==> config.mk <==
export PLATFORM = sky130hd
export DESIGN_NAME = turn_sequencer
export DESIGN_NICKNAME = d
export VERILOG_FILES = /design/src/rtl/ttt_pkg.sv /design/src/rtl/req_edge_det.sv /design/src/rtl/turn_sequencer.sv
export SDC_FILE = /design/constraint.sdc
export NUM_CORES = 1
export LEC_CHECK = 0
export ABC_CLOCK_PERIOD_IN_PS = 2070
export BUFFER_PORTS_ARGS = -buffer_cell sky130_fd_sc_hd__buf_2
export CAP_MARGIN = 20
export CORE_UTILIZATION = 40
export DETAILED_ROUTE_END_ITERATION = 8
export GPL_ROUTABILITY_DRIVEN = 0
export PLACE_DENSITY = 0.62
export SLEW_MARGIN = 20
export SYNTH_ARGS = -nofsm -noshare
export SYNTH_HDL_FRONTEND = slang
export SYNTH_SLANG_ARGS = --single-unit
==> constraint.sdc <==
create_clock -name clock -period 2.07 [get_ports clock]
set_input_delay 0.1035 -clock clock [delete_from_list [all_inputs] [get_ports clock]]
set_output_delay 0.1035 -clock clock [all_outputs]
set_load 0.03 [all_outputs]
==> src/rtl/ttt_pkg.sv <==
// Shared codes and state encoding for the tic-tac-toe turn sequencer.
package ttt_pkg;

  localparam int NUM_CELLS = 9;

  localparam logic [3:0] LAST_CELL = 4'(NUM_CELLS - 1);
  localparam logic [3:0] MAX_MOVES = 4'(NUM_CELLS);

  localparam logic [1:0] MARK_PLAYER = 2'd0;
  localparam logic [1:0] MARK_CPU    = 2'd1;
  localparam logic [1:0] MARK_EMPTY  = 2'd2;

  localparam logic [2:0] WIN_NONE = 3'd2;
  localparam logic [2:0] WIN_DRAW = 3'd3;

  typedef enum logic [2:0] {
    IDLE,
    TURN,
    CHECK,
    WRITE,
    EVAL,
    OVER
  } state_t;

  // Board mark for a requester (0 = Player, 1 = CPU).
  function automatic logic [1:0] mark_of(input logic who);
    return who ? MARK_CPU : MARK_PLAYER;
  endfunction

endpackage

==> src/rtl/req_edge_det.sv <==
// Rising-edge qualifier for one requester. A rising edge on i_req arms a
// pending flag that survives until the sequencer takes it (or a new game
// flushes it), so a request raised out of turn is served once the turn
// comes round, while a level held after ack/nack never re-arms.
module req_edge_det (
  input  logic clock,
  input  logic reset,
  input  logic i_req,
  input  logic i_take,
  input  logic i_flush,
  output logic o_pend
);

  logic r_req_q;
  logic r_pend;

  // Delay the request level and arm/disarm the pending flag.
  always_ff @(posedge clock or negedge reset) begin
    if (!reset) begin
      r_req_q <= 1'b0;
      r_pend  <= 1'b0;
    end else begin
      r_req_q <= i_req;
      if (i_req && !r_req_q) begin
        r_pend <= 1'b1;
      end else if (i_take || i_flush) begin
        r_pend <= 1'b0;
      end
    end
  end

  assign o_pend = r_pend;

endmodule

==> src/rtl/turn_sequencer.sv <==
// Tic-tac-toe turn sequencer: arbitrates Player/CPU moves, validates them
// against the external board store, writes the mark and evaluates the
// external line detector. Optional per-turn forfeit timer is enabled by
// defining TURN_TIMEOUT_EN.
//
// state | meaning
// IDLE  | after reset, waiting for start
// TURN  | waiting for the current owner's request
// CHECK | board_rd_addr = latched pos, validate cell
// WRITE | board write strobe and owner ack
// EVAL  | sample mover's line flag, decide win/draw/next turn
// OVER  | game finished, outputs hold until start
module turn_sequencer
  import ttt_pkg::*;
#(
  parameter logic FIRST_PLAYER   = 1'b0,
  parameter int   TIMEOUT_CYCLES = 1000
) (
  input  logic       clock,
  input  logic       reset,
  input  logic       start,
  input  logic       p_req,
  input  logic [3:0] p_pos,
  output logic       p_ack,
  output logic       p_nack,
  input  logic       c_req,
  input  logic [3:0] c_pos,
  output logic       c_ack,
  output logic       c_nack,
  output logic [3:0] board_rd_addr,
  input  logic [1:0] board_rd_data,
  output logic       board_we,
  output logic [3:0] board_addr,
  output logic [1:0] board_wdata,
  output logic       board_clr,
  input  logic       win_p,
  input  logic       win_c,
  output logic       turn,
  output logic [3:0] move_cnt,
  output logic [2:0] winner,
  output logic       game_over,
  output logic       timeout
);

  state_t     r_state, w_state_nxt;
  logic       r_turn, w_turn_nxt;
  logic [3:0] r_cnt, w_cnt_nxt;
  logic [2:0] r_winner, w_winner_nxt;
  logic       r_over, w_over_nxt;
  logic [3:0] r_pos, w_pos_nxt;
  logic       r_we, w_we_nxt;
  logic       r_clr, w_clr_nxt;
  logic       r_pack, w_pack_nxt;
  logic       r_pnack, w_pnack_nxt;
  logic       r_cack, w_cack_nxt;
  logic       r_cnack, w_cnack_nxt;
  logic       r_tmo, w_tmo_nxt;

  logic w_p_pend, w_c_pend;
  logic w_new_game, w_take, w_take_p, w_take_c;
  logic w_pos_bad, w_flag, w_tmr_hit;

  assign w_new_game = start && ((r_state == IDLE) || (r_state == OVER));
  assign w_take     = (r_state == TURN) && (r_turn ? w_c_pend : w_p_pend);
  assign w_take_p   = w_take && !r_turn;
  assign w_take_c   = w_take && r_turn;
  assign w_pos_bad  = (r_pos > LAST_CELL) || (board_rd_data != MARK_EMPTY);
  assign w_flag     = r_turn ? win_c : win_p;

  req_edge_det u_p_edge (
    .clock   (clock),
    .reset   (reset),
    .i_req   (p_req),
    .i_take  (w_take_p),
    .i_flush (w_new_game),
    .o_pend  (w_p_pend)
  );

  req_edge_det u_c_edge (
    .clock   (clock),
    .reset   (reset),
    .i_req   (c_req),
    .i_take  (w_take_c),
    .i_flush (w_new_game),
    .o_pend  (w_c_pend)
  );

`ifdef TURN_TIMEOUT_EN
  localparam logic [15:0] TMR_LAST = 16'(TIMEOUT_CYCLES - 1);

  logic [15:0] r_tmr, w_tmr_nxt;

  // A taken request in the terminal cycle beats the forfeit.
  assign w_tmr_hit = (r_state == TURN) && !w_take && (r_tmr == TMR_LAST);

  // Counter sits at zero outside TURN, so entering TURN always starts fresh.
  always_comb begin
    w_tmr_nxt = r_tmr + 16'd1;
    if ((r_state != TURN) || w_take || w_tmr_hit) begin
      w_tmr_nxt = '0;
    end
  end

  // Turn timer register.
  always_ff @(posedge clock or negedge reset) begin
    if (!reset) begin
      r_tmr <= '0;
    end else begin
      r_tmr <= w_tmr_nxt;
    end
  end
`else
  logic w_unused_tmo;
  assign w_unused_tmo = ^TIMEOUT_CYCLES;
  assign w_tmr_hit    = 1'b0;
`endif

  // Next-state and next-output decode; pulses default low every cycle.
  always_comb begin
    w_state_nxt  = r_state;
    w_turn_nxt   = r_turn;
    w_cnt_nxt    = r_cnt;
    w_winner_nxt = r_winner;
    w_over_nxt   = r_over;
    w_pos_nxt    = r_pos;
    w_we_nxt     = 1'b0;
    w_clr_nxt    = 1'b0;
    w_pack_nxt   = 1'b0;
    w_pnack_nxt  = 1'b0;
    w_cack_nxt   = 1'b0;
    w_cnack_nxt  = 1'b0;
    w_tmo_nxt    = 1'b0;
    case (r_state)
      IDLE, OVER: begin
        if (start) begin
          w_clr_nxt    = 1'b1;
          w_cnt_nxt    = '0;
          w_winner_nxt = WIN_NONE;
          w_over_nxt   = 1'b0;
          w_turn_nxt   = FIRST_PLAYER;
          w_state_nxt  = TURN;
        end
      end
      TURN: begin
        if (w_take) begin
          w_pos_nxt   = r_turn ? c_pos : p_pos;
          w_state_nxt = CHECK;
        end else if (w_tmr_hit) begin
          w_tmo_nxt  = 1'b1;
          w_turn_nxt = !r_turn;
        end
      end
      CHECK: begin
        if (w_pos_bad) begin
          w_pnack_nxt = !r_turn;
          w_cnack_nxt = r_turn;
          w_state_nxt = TURN;
        end else begin
          w_we_nxt    = 1'b1;
          w_pack_nxt  = !r_turn;
          w_cack_nxt  = r_turn;
          if (r_cnt != MAX_MOVES) begin
            w_cnt_nxt = r_cnt + 4'd1;
          end
          w_state_nxt = WRITE;
        end
      end
      WRITE: begin
        w_state_nxt = EVAL;
      end
      EVAL: begin
        if (w_flag) begin
          w_winner_nxt = {2'b00, r_turn};
          w_over_nxt   = 1'b1;
          w_state_nxt  = OVER;
        end else if (r_cnt == MAX_MOVES) begin
          w_winner_nxt = WIN_DRAW;
          w_over_nxt   = 1'b1;
          w_state_nxt  = OVER;
        end else begin
          w_turn_nxt  = !r_turn;
          w_state_nxt = TURN;
        end
      end
      default: begin
        w_state_nxt = IDLE;
      end
    endcase
  end

  // State register.
  always_ff @(posedge clock or negedge reset) begin
    if (!reset) begin
      r_state <= IDLE;
    end else begin
      r_state <= w_state_nxt;
    end
  end

  // Registered outputs and move bookkeeping.
  always_ff @(posedge clock or negedge reset) begin
    if (!reset) begin
      r_turn   <= FIRST_PLAYER;
      r_cnt    <= '0;
      r_winner <= WIN_NONE;
      r_over   <= 1'b0;
      r_pos    <= '0;
      r_we     <= 1'b0;
      r_clr    <= 1'b0;
      r_pack   <= 1'b0;
      r_pnack  <= 1'b0;
      r_cack   <= 1'b0;
      r_cnack  <= 1'b0;
      r_tmo    <= 1'b0;
    end else begin
      r_turn   <= w_turn_nxt;
      r_cnt    <= w_cnt_nxt;
      r_winner <= w_winner_nxt;
      r_over   <= w_over_nxt;
      r_pos    <= w_pos_nxt;
      r_we     <= w_we_nxt;
      r_clr    <= w_clr_nxt;
      r_pack   <= w_pack_nxt;
      r_pnack  <= w_pnack_nxt;
      r_cack   <= w_cack_nxt;
      r_cnack  <= w_cnack_nxt;
      r_tmo    <= w_tmo_nxt;
    end
  end

  assign p_ack         = r_pack;
  assign p_nack        = r_pnack;
  assign c_ack         = r_cack;
  assign c_nack        = r_cnack;
  assign board_rd_addr = r_pos;
  assign board_we      = r_we;
  assign board_addr    = r_pos;
  assign board_wdata   = mark_of(r_turn);
  assign board_clr     = r_clr;
  assign turn          = r_turn;
  assign move_cnt      = r_cnt;
  assign winner        = r_winner;
  assign game_over     = r_over;
  assign timeout       = r_tmo;

endmodule
* Yosys cells after proc, flatten, opt, wreduce, memory -nomap -nowiden *
Index checks and enable logic that the tools add are counted.

word-level totals
  output and inout bits = 26
  word-level logic and storage cells = 98
  bits in registers = 26
  input bits = 17

operators by class
  order comparisons = 1
  add/sub/neg operators = 1
  muxes and demuxes = 41
  equal/unequal tests = 15
  reductions and logical operators = 24

operators by type and width
  cell                                                                   count
  1-bit 2-to-1 mux                                                       24
  3-bit 2-to-1 mux                                                       7
  4-bit 2-to-1 mux                                                       4
  3-bit case mux with 5 select lines                                     1
  2-bit != test, second input constant                                   7
  4-bit case mux with 2 select lines                                     1
  4-bit AND reduction                                                    2
  2-bit nonzero test                                                     4
  3-bit by 2-bit equality test with 1-bit output, second input constant  2
  3-bit equality test, second input constant                             2
  1-bit logical AND                                                      6
  3-bit case mux with 2 select lines                                     1
  4-bit by 1-bit adder with 4-bit output, second input constant          1
  4-bit equality test, second input constant                             1
  4-bit greater-than comparator, second input constant                   1
  1-bit logical OR                                                       4
  4-bit != test, second input constant                                   1
  1-bit case mux with 2 select lines                                     2
  2-bit AND reduction                                                    2
  3-bit by 1-bit equality test with 1-bit output, second input constant  1
  1-bit zero test                                                        3
  3-bit zero test                                                        1
  3-bit != test, second input constant                                   1
  3-bit AND reduction                                                    1
  other kinds (2)                                                        2

* Depth between registers and ports, before layout *
  depth in word-level cells = 6
  gate-level depth with buffers = 6

* Modules after synthesis *
A second synthesis with hierarchy kept.

unflattened totals
  cells, all modules = 116
  area, all modules = 1236.2 µm²

by module, submodules not included
  module          cells an instance  area an instance (µm²)  instances  sequential area each (µm²)
  turn_sequencer  106                1088.5                  1          526.8
  req_edge_det    5                  73.8                    2          50.0

* Least setup slack after synthesis *
No wires, ideal clock.

  kind = reg2reg
  from = register r_pos[0] (netlist: board_addr[0])
  to = register r_cnt[2] (netlist: move_cnt[2])
  stages on the path, launching flop included = 6
  slack = 0.553 ns
  period minus slack after synthesis = 1.517 ns
  arrival time = 1.396 ns
  path buffers = 1
  setup time = 0.122 ns
  cells stage by stage = dfrtp_1 o31ai_2 and3b_1 buf_4 a31oi_1 a32o_1

on the way
  word-level cells in the longest chain between the ends = 4

RTL lines
  element                               line                   RTL
  start, declared                       turn_sequencer.sv:50   logic [3:0] r_pos, w_pos_nxt;
  start signal, assigned                turn_sequencer.sv:220  r_pos <= w_pos_nxt;
  4-bit greater-than comparator         turn_sequencer.sv:67   assign w_pos_bad = (r_pos > LAST_CELL) || (board_rd_data != MARK_EMPTY);
  1-bit logical OR                      turn_sequencer.sv:67
  2-bit != test (no source line)        --
  4-bit AND reduction (no source line)  --
  end signal, assigned                  turn_sequencer.sv:217  r_cnt <= w_cnt_nxt;
  end, declared                         turn_sequencer.sv:47   logic [3:0] r_cnt, w_cnt_nxt;

Every way passes these cells.
A chain may end at the register's enable or synchronous reset.

* Worst setup path after layout *
  from = register r_state[0]
  to = register r_pos[0] (netlist: board_addr[0])

on the way
  word-level cells in the longest chain between the ends = 3

RTL lines
  element                                             line                                         RTL
  start, declared                                     turn_sequencer.sv:45                         state_t r_state, w_state_nxt;
  start signal, assigned                              turn_sequencer.sv:196                        r_state <= w_state_nxt;
  3-bit by 1-bit equality test with 1-bit output (*)  turn_sequencer.sv:64, turn_sequencer.sv:133
  1-bit logical AND                                   turn_sequencer.sv:64                         assign w_take = (r_state == TURN) && (r_turn ? w_c_pend : w_p_pend);
  2-bit AND reduction (no source line) (*)            --

Every way passes the cells marked *; elsewhere a longest branch is shown, timed or not.

==> impl_metrics.ini <==
[power]
power_leakage_uw = 0.0008005
ir_worst_vdd_v = 0.0005828
seqPwrFrac_pct = 39.6
pwr-share-comb_pct = 50.2
p_sw_uw = 1061
clockPowerShare_pct = 10.2
internal-power_uw = 1102
power_density_nw_per_um2 = 1373
power.total_uw = 2163
sw_frac_of_total_pct = 49.06

[critical_path]
reg2regPathDepth = 5
r2r_start = r_state[0]
worst-path-max-fanout = 14
rr_endpoint = board_addr[0]
worstSetupStartpointType = flip-flop
cp.arrival_ns = 2.21
crit_path_end_kind = flip-flop
reg2reg_slack_ns = 0.12
critPathKind = reg2reg
required_ns = 2.33

[synthesis]
ys_seq_elements = 25
syn-instance-count = 132
synth_area_leaders = dfrtp_1 47%, buf_4 5.3%, nand2_1 5.3%
yosys_most_used_dff = dfrtp_1
synth-warning-count = 0
synth.distinct_cells = 37
ys_async_sr_fraction_pct = 100.0
syn_area_um2 = 1282
synth_edf_count = 0
avgSynthCellArea_um2 = 9.716
yosysSeqAreaShare_pct = 48.88
yosys.area.top_type = dfrtp_1
yosysTopAreaCellShare_pct = 46.83

[outcome]
status = finished, final reports clean

[layout]
nets = 193
nFillCells = 294
n_antenna_cell = 0
drive_gt1_share_pct = 27.17
area_growth_pct = 22.83
finalNonFillerCells = 217
stdcell_area_um2 = 1575

[grt]
grt_pass1_wl_mm = 4.823
grt_use_met1_pct = 22.93
met2_usage_pct = 32.51
busiest_layer = met2
use_met3_pct = 3.956
antenna_found_initial = 0
grt_use_total_pct = 18.67
grt_max_degree = 26
grt_pass1_vias = 1073
grt-ovfl-total = 0

[cts]
cts.clk_slew.worst_paths_ns = 0.14
post-cts-setup-buffers = 0
cts_tree = done
cts.path.max_buffers = 2
cts_buffers = 3
clk_latency_ns = 0.31
cts.sinks = 25
htree_levels = 1
clock-root-buffer = clkbuf_4

[placed_design]
port_buffers = 39
placed_area_um2 = 1454
numPlacedInstances = 204
dp_hpwl_mm = 2.027

[sta]
setup_viol = 0
slew_violations = 0
worst_pin_slew_ns = 0.5344
hold_violations = 0
rsz0062_at_grt = false
worst_clock_skew_ns = 0.003727
post-route-min-period_ns = 1.947
timing.fmax_ghz = 0.5136
worst_hold_slack_ns = 0.01447
finalCritPeriodShare_pct = 94.05
tns_ns = 0
slew_headroom_pct = 64.37

[drt]
drc = 0
drt_iter0_drc = 43
vias_per_cell = 5.138
dr.pass1.iters = 4
final_antenna_net_count = 0
wirelength_mm = 2.861
wire_per_inst_um = 13.18
vias = 1115

[worst_hold_path]
hold-path-cell-count = 3
min_to = board_addr[3]
min-delay-start = p_pos[3]
hp-class = in2reg

[floorplan]
die_w_um = 58.63
die_area_um2 = 3437
start_util_pct = 42.01
num_rows = 20
ioPinCount = 43
coreArea_um2 = 3053
die_h_um = 58.63

[run]
drv_cap = 0
## cell usage after synthesis (4+ instances only)
library cell / n
a22oi_1: 6
nor2_1: 5
nor3_1: 4
dfrtp_1: 24
nor2b_1: 5
nand2_1: 18
inv_1: 5
nand3_1: 9
o21ai_1: 4
buf_4: 9
## critical path, stage by stage (launching register included)
cell	delay, ns
dfrtp_1	0.62
nor2b_1	0.28
and3_1	0.28
a22oi_1	0.09
dlygate4sd3_1	0.57
nand2_1	0.06
## per-stage QoR
stage | util, % | setup slack (ns)
6_report | 51.60 | 0.1231
4_1_cts | 51.43 | 0.05470
3_3_place_gp | 47.62 | 0.5662
2_1_floorplan | - | 0.5529
3_5_place_dp | 47.62 | 0.4953
5_1_grt | 51.60 | 0.03479
## area by class of cell
class	count	area, um2	area share, %
Sequential cell	25	626.9	39.79
Multi-Input combinational cell	90	559.3	35.50
Timing Repair Buffer	48	285.3	18.11
Tap cell	44	55.05	3.495
Clock buffer	4	26.28	1.668
Inverter	6	22.52	1.430
## power by group through the flow
| stage | registers, uW | clock network, uW | logic (uW) |
|---|---|---|---|
| global route | 884 | 248 | 1190 |
| global placement | 852 | 0 | 1040 |
| finish | 857 | 220 | 1090 |
| CTS | 849 | 232 | 1080 |
| detailed placement | 858 | 0 | 1050 |
| floorplan | 975 | 0 | 711 |
## per-layer routing
layer / up-vias / part of all wire, % / routed length, um
li1: 540 / - / -
met1: 535 / 42 / 1201
met2: 36 / 53 / 1510
met3: 4 / 4.1 / 118
met4: 0 / 1.1 / 31
met5: - / 0 / 0
## registers in the layout (all words and copies together) (netlist names), 2 cells and up
register and count:
board_addr 4, move_cnt 4, winner 2, r_state 3
## timing repair
item	4_1_cts	5_1_grt
hold endpoints to repair	31	0
hold buffers	9	0
resized for setup	0	1
endpoints found under the setup margin	0	2
## cell usage in the layout, fill, tap and decap left out, types with 3 or more instances in the layout
cell type	Yosys	final
dlygate4sd3_1	0	9
nor3_1	4	3
buf_2	3	39
a31oi_1	3	3
conb_1	1	3
dfrtp_1	24	24
a22oi_1	6	6
inv_1	5	5
nor2_1	5	5
a2bb2oi_1	3	3
nor2b_1	5	5
and3_1	3	3
o21ai_1	4	4
nand3_1	9	9
nand2_1	18	18
o31ai_1	3	3
clkbuf_4	0	3
## worst max path at each step
stage / from / endpoint / cells past startpoint
floorplan: board_addr[0] / move_cnt[2] / 5
global placement: board_addr[0] / move_cnt[2] / 4
detailed placement: r_state[1] / move_cnt[0] / 4
CTS: r_state[2] / board_addr[0] / 5
global route: r_state[0] / board_addr[0] / 5
finish: r_state[0] / board_addr[0] / 5
## cells by family (layout without fill, tap and decap cells)
kind of cell | count (synthesis) | after routing | share of synthesized area (%)
AOI/OAI and AO/OA | 29 | 29 | 16.68
xor gates and xnor gates | 2 | 2 | 1.366
adders and majority gates | 2 | 2 | 1.951
buffers and inverters | 19 | 58 | 8.487
DFF | 25 | 25 | 48.88
muxes | 2 | 2 | 1.561
other | 1 | 3 | 0.2924
and+or+nand+nor | 52 | 52 | 20.78
Power figures use the tool's default switching activity.
